**config.mk**
```make
export PLATFORM = sky130hd
export DESIGN_NAME = keypad_col_debouncer
export DESIGN_NICKNAME = d
export VERILOG_FILES = /design/src/rtl/keypad_pkg.sv /design/src/rtl/debounce_channel.sv /design/src/rtl/keypad_col_debouncer.sv
export SDC_FILE = /design/constraint.sdc
export NUM_CORES = 1
export LEC_CHECK = 0
export ABC_AREA = 1
export CAP_MARGIN = 0
export CORE_MARGIN = 2
export CORE_UTILIZATION = 54
export DETAILED_ROUTE_END_ITERATION = 7
export PLACE_DENSITY = 0.85
export SLEW_MARGIN = 20
export SYNTH_ARGS = -nofsm -noshare
export SYNTH_HDL_FRONTEND = slang
export SYNTH_SLANG_ARGS = --single-unit
```
**constraint.sdc**
```tcl
create_clock -name clk -period 1.8 [get_ports clk]
set_input_delay 0.45 -clock clk [delete_from_list [all_inputs] [get_ports clk]]
set_output_delay 0.45 -clock clk [all_outputs]
set_load 0.01 [all_outputs]
```
**src/rtl/keypad_pkg.sv**
```systemverilog
// Shared types and width helpers for the keypad column front end.
package keypad_pkg;

   typedef enum logic [1:0] {
      IDLE,
      PRESS_WAIT,
      PRESSED,
      RELEASE_WAIT
   } deb_state_t;

   function automatic int CNT_W(input int deb_cycles);
      return $clog2(deb_cycles + 1);
   endfunction

   function automatic int SCAN_W(input int scan_div);
      return $clog2(scan_div);
   endfunction

endpackage

```
**src/rtl/debounce_channel.sv**
```systemverilog
// One column's debounce FSM: commits a level change after DEBOUNCE_CYCLES
// consecutive mismatching samples and emits a one-cycle edge pulse.
module debounce_channel
   import keypad_pkg::*;
#(
   parameter int DEBOUNCE_CYCLES = 4
) (
   input  logic clk,
   input  logic reset,
   input  logic s,
   input  logic se,
   output logic stable,
   output logic rise,
   output logic fall
);

   localparam int CW = CNT_W(DEBOUNCE_CYCLES);
   localparam logic [CW-1:0] DEB_C = CW'(DEBOUNCE_CYCLES);

   deb_state_t    state;
   logic [CW-1:0] cnt;
   logic [CW-1:0] cnt_inc;

   assign cnt_inc = cnt + CW'(1);

   // Pulses default low every clk so they last one cycle even when se is sparse.
   always_ff @(posedge clk or posedge reset) begin
      if (reset) begin
         state  <= IDLE;
         cnt    <= '0;
         stable <= 1'b0;
         rise   <= 1'b0;
         fall   <= 1'b0;
      end else begin
         rise <= 1'b0;
         fall <= 1'b0;
         if (se) begin
            unique case (state)
               IDLE: begin
                  if (s) begin
                     if (DEBOUNCE_CYCLES == 1) begin
                        state  <= PRESSED;
                        cnt    <= '0;
                        stable <= 1'b1;
                        rise   <= 1'b1;
                     end else begin
                        state <= PRESS_WAIT;
                        cnt   <= CW'(1);
                     end
                  end
               end
               PRESS_WAIT: begin
                  if (!s) begin
                     state <= IDLE;
                     cnt   <= '0;
                  end else if (cnt_inc == DEB_C) begin
                     state  <= PRESSED;
                     cnt    <= '0;
                     stable <= 1'b1;
                     rise   <= 1'b1;
                  end else begin
                     cnt <= cnt_inc;
                  end
               end
               PRESSED: begin
                  if (!s) begin
                     if (DEBOUNCE_CYCLES == 1) begin
                        state  <= IDLE;
                        cnt    <= '0;
                        stable <= 1'b0;
                        fall   <= 1'b1;
                     end else begin
                        state <= RELEASE_WAIT;
                        cnt   <= CW'(1);
                     end
                  end
               end
               RELEASE_WAIT: begin
                  if (s) begin
                     state <= PRESSED;
                     cnt   <= '0;
                  end else if (cnt_inc == DEB_C) begin
                     state  <= IDLE;
                     cnt    <= '0;
                     stable <= 1'b0;
                     fall   <= 1'b1;
                  end else begin
                     cnt <= cnt_inc;
                  end
               end
               default: begin
                  state <= IDLE;
                  cnt   <= '0;
               end
            endcase
         end
      end
   end

endmodule

```
**src/rtl/keypad_col_debouncer.sv**
```systemverilog
// Column pin front end: polarity fix, synchroniser, per-channel debounce,
// and the free-running scan counter that paces the row scanner.
module keypad_col_debouncer
   import keypad_pkg::*;
#(
   parameter int WIDTH           = 4,
   parameter int SYNC_STAGES     = 2,
   parameter int ACTIVE_LOW      = 1,
   parameter int DEBOUNCE_CYCLES = 4,
   parameter int DEB_ON_TICK     = 0,
   parameter int SCAN_DIV        = 8
) (
   input  logic                          clk,
   input  logic                          reset,
   input  logic [WIDTH-1:0]              col,
   output logic [WIDTH-1:0]              col_stable,
   output logic [WIDTH-1:0]              press_pulse,
   output logic [WIDTH-1:0]              release_pulse,
   output logic                          any_pressed,
   output logic [SCAN_W(SCAN_DIV)-1:0]   counter,
   output logic                          scan_tick
);

   localparam int SW = SCAN_W(SCAN_DIV);
   localparam logic [SW-1:0] SCAN_LAST = SW'(SCAN_DIV - 1);

   logic [WIDTH-1:0] n;
   logic [WIDTH-1:0] sync_q [SYNC_STAGES];
   logic [WIDTH-1:0] s;
   logic             se;

   // Inverting ahead of the chain means everything downstream sees 1 = pressed.
   assign n = (ACTIVE_LOW != 0) ? ~col : col;

   always_ff @(posedge clk or posedge reset) begin
      if (reset) begin
         for (int i = 0; i < SYNC_STAGES; i++) begin
            sync_q[i] <= '0;
         end
      end else begin
         sync_q[0] <= n;
         for (int i = 1; i < SYNC_STAGES; i++) begin
            sync_q[i] <= sync_q[i-1];
         end
      end
   end

   assign s = sync_q[SYNC_STAGES-1];

   always_ff @(posedge clk or posedge reset) begin
      if (reset) begin
         counter <= '0;
      end else if (counter == SCAN_LAST) begin
         counter <= '0;
      end else begin
         counter <= counter + SW'(1);
      end
   end

   assign scan_tick   = (counter == SCAN_LAST);
   assign se          = (DEB_ON_TICK != 0) ? scan_tick : 1'b1;
   assign any_pressed = |col_stable;

   for (genvar g = 0; g < WIDTH; g++) begin : g_chan
      debounce_channel #(
         .DEBOUNCE_CYCLES(DEBOUNCE_CYCLES)
      ) u_chan (
         .clk   (clk),
         .reset (reset),
         .s     (s[g]),
         .se    (se),
         .stable(col_stable[g]),
         .rise  (press_pulse[g]),
         .fall  (release_pulse[g])
      );
   end

endmodule

```
==> flow_summary.ini <==
[die]
initial_core_util_pct = 57.1
rows = 21
ios = 23
die_w_um = 63.9
dieHeight_um = 63.9
core_sq_um = 3390
die_area_sq_um = 4080

[power_and_ir_drop]
p_leak_nw = 1.19
powerDensity_nw_per_um2 = 1190
power.total_mw = 2.63
ir_drop_mv = 0.573

[final_layout]
post-route-util_pct = 65.4
diodes = 0
layout.nets = 248
fin_cells = 275
areaGrowthSynthToFinish_pct = 14.5
finish.instance_area_sq_um = 2220
drive_gt1_share_pct = 11.8

[worst_setup_path]
critPathSlowestCell = clkdlybuf4s50_1
cp_num_cells = 1
crit_buf_inv = 1
crit_path_start_kind = register
critPathCapture = col_stable[2]
worst_ep_arrival_time_ns = 1.29
r2r_cells = 7
critPathKind = register to primary output
cp-end-kind = primary output
r2r_slack_ns = 0.49
required_ns = 1.35
critPathTopFamily = buffers and inverters
max_stage_delay_ns = 0.56
r2r_end = g_chan[0].u_chan.stable
worstSetupStartpoint = g_chan[2].u_chan.stable
rr_startpoint = g_chan[0].u_chan.cnt[0]
crit_chain = clkdlybuf4s50_1
crit_fanout = 3

[clock_tree]
cts_made_buffers = 5
cts_root_buffer = clkbuf_4
clock_latency_ns = 0.33
path_clk_slew_ns = 0.12
clock_path_buffers = 2
clock_sinks = 43
cts_tree = built
cts_max_level = 2

[global_routing]
gr-total-overflow = 0
grt_max_degree = 44
grtUsageTotal_pct = 16.0
antenna_found_initial = 0
grt_pass1_wl_um = 5110
grt_pass1_vias = 1296

[synthesis]
synth_seq_area_share_pct = 55.6
synth.cell_area_sq_um = 1940
synth_nets = 227
ys_warn_count = 0
ys_ff_latch = 43
syn_avg_cell_area_sq_um = 9.31
synth_cells = 208
yosys.cell_types.count = 17

[sta]
clock_skew_ns = 0.0115
grt_setup_unrepaired = no
finalCritPeriodShare_pct = 96.6
hold_viol = 0
max_slew.worst_pin.slew_ns = 0.294
fmax_ghz = 0.575
fin_crit_ns = 1.74
slew_headroom_pct = 80.3
setup_viol = 0
worst_hold_slack_ns = 0.360
drv_slew = 0

[detailed_routing]
dr.pass1.iters = 4
ant_nets = 0
routed_wl_um = 2800
viasPerCell = 4.69
wl_per_cell_um = 10.2
drt_iter0_drc = 67
drc = 0
vias = 1291

[placed_design]
postPlaceCellArea_sq_um = 2140
dp.cells = 265
io_buffers = 22
routabilityCongestion = 0.810
dp_hpwl_um = 2010

[run]
maxCapViolations = 0

[status]
status = finished, final reports clean

[worst_hold_path]
hold_class = register to register
-- cell usage after synthesis --
library cell	n	share of area, %
a21oi_1	1	0.26
buf_4	12	4.7
dfrtp_1	43	56
ha_1	13	8.4
inv_1	34	6.6
inv_2	3	0.58
nand2_1	53	10
nand2_2	5	1.6
nand3_1	14	3.6
nand4_1	2	0.65
nor2_1	12	2.3
nor2_2	3	0.97
nor2_4	1	0.58
nor3_1	2	0.52
nor3_2	1	0.52
o21ai_0	8	2.1
xnor2_2	1	0.84
-- where the power goes --
group,switching [mW],total (mW),leakage [nW],internal (mW)
clock network,0.279,0.461,0.0341,0.181
logic,0.460,0.812,0.606,0.351
registers,0.181,1.36,0.551,1.18
total,0.921,2.63,1.19,1.71
-- layout make-up --
| cell class | instances | area (sq um) |
|---|---|---|
| repair buffers | 26 | 255 |
| fillers | 285 | 1170 |
| flip-flops and latches | 43 | 1080 |
| well taps | 46 | 57.6 |
| clock buffers | 6 | 51.3 |
| clock inverters | 1 | 5.00 |
| multi-input cells | 116 | 634 |
| inverters | 37 | 139 |
-- state kept, by name, summed over array words and instances, names as in the netlist, named ones only --
register              count
counter                   3
g_chan.u_chan.cnt        12
g_chan.u_chan.fall        4
g_chan.u_chan.rise        4
g_chan.u_chan.stable      4
g_chan.u_chan.state       4
s                         4
sync_q                    4
-- cell usage in the layout (no fill, tap or decap) --
master and n:
a21oi_1 1, buf_12 1, buf_2 1, buf_4 3, clkbuf_4 5, clkbuf_8 1, clkdlybuf4s50_1 19, clkinv_2 1
dfrtp_1 43, dlygate4sd2_1 2, ha_1 12, ha_2 1, inv_1 34, inv_2 3, nand2_1 53, nand2_2 5
nand3_1 14, nand4_1 2, nor2_1 12, nor2_2 3, nor2_4 1, nor3_1 2, nor3_2 1, o21ai_0 8
xnor2_2 1
-- layer usage --
layer / part of all wire, % / wire [um] / track usage, % / vias up
met5: 0 / 0 / 0 / -
met4: 1.6 / 44 / 6.25 / 0
met3: 3.2 / 90 / 4.05 / 5
met2: 51 / 1430 / 29.7 / 21
met1: 44 / 1240 / 17.3 / 598
li1: - / - / - / 667
-- cell families after synthesis --
kind of cell	count (synthesis)	synth area share, %
and+or+nand+nor	93	21.1
DFF	43	55.6
xor gates and xnor gates	1	0.840
AOI/OAI and AO/OA	9	2.33
buffers and inverters	49	11.8
adders and majority gates	13	8.40
-- stage by stage --
step	worst slack (ns)	TNS, ns
after floorplan	0.347	0
after global placement	0.0981	0
after detailed placement	0.0705	0
after CTS	-0.0193	-0.0193
after global routing	0.00108	0
final	0.0604	0
-- what timing repair did --
action / 4_1_cts / 5_1_grt
setup buffers: 1 / 2
gates resized for setup: 6 / 1
hold buffers: 0 / 0
endpoints found under the setup margin: 2 / 3
-- worst min path at each step --
stage | startpoint | end | cells past startpoint
2_1_floorplan | sync_q[4] | s[0] | 0
3_3_place_gp | sync_q[7] | s[3] | 0
3_5_place_dp | sync_q[6] | s[2] | 0
4_1_cts | sync_q[5] | s[1] | 0
5_1_grt | sync_q[5] | s[1] | 0
6_report | sync_q[6] | s[2] | 0
Note: power is estimated with default switching activity, not from simulation.
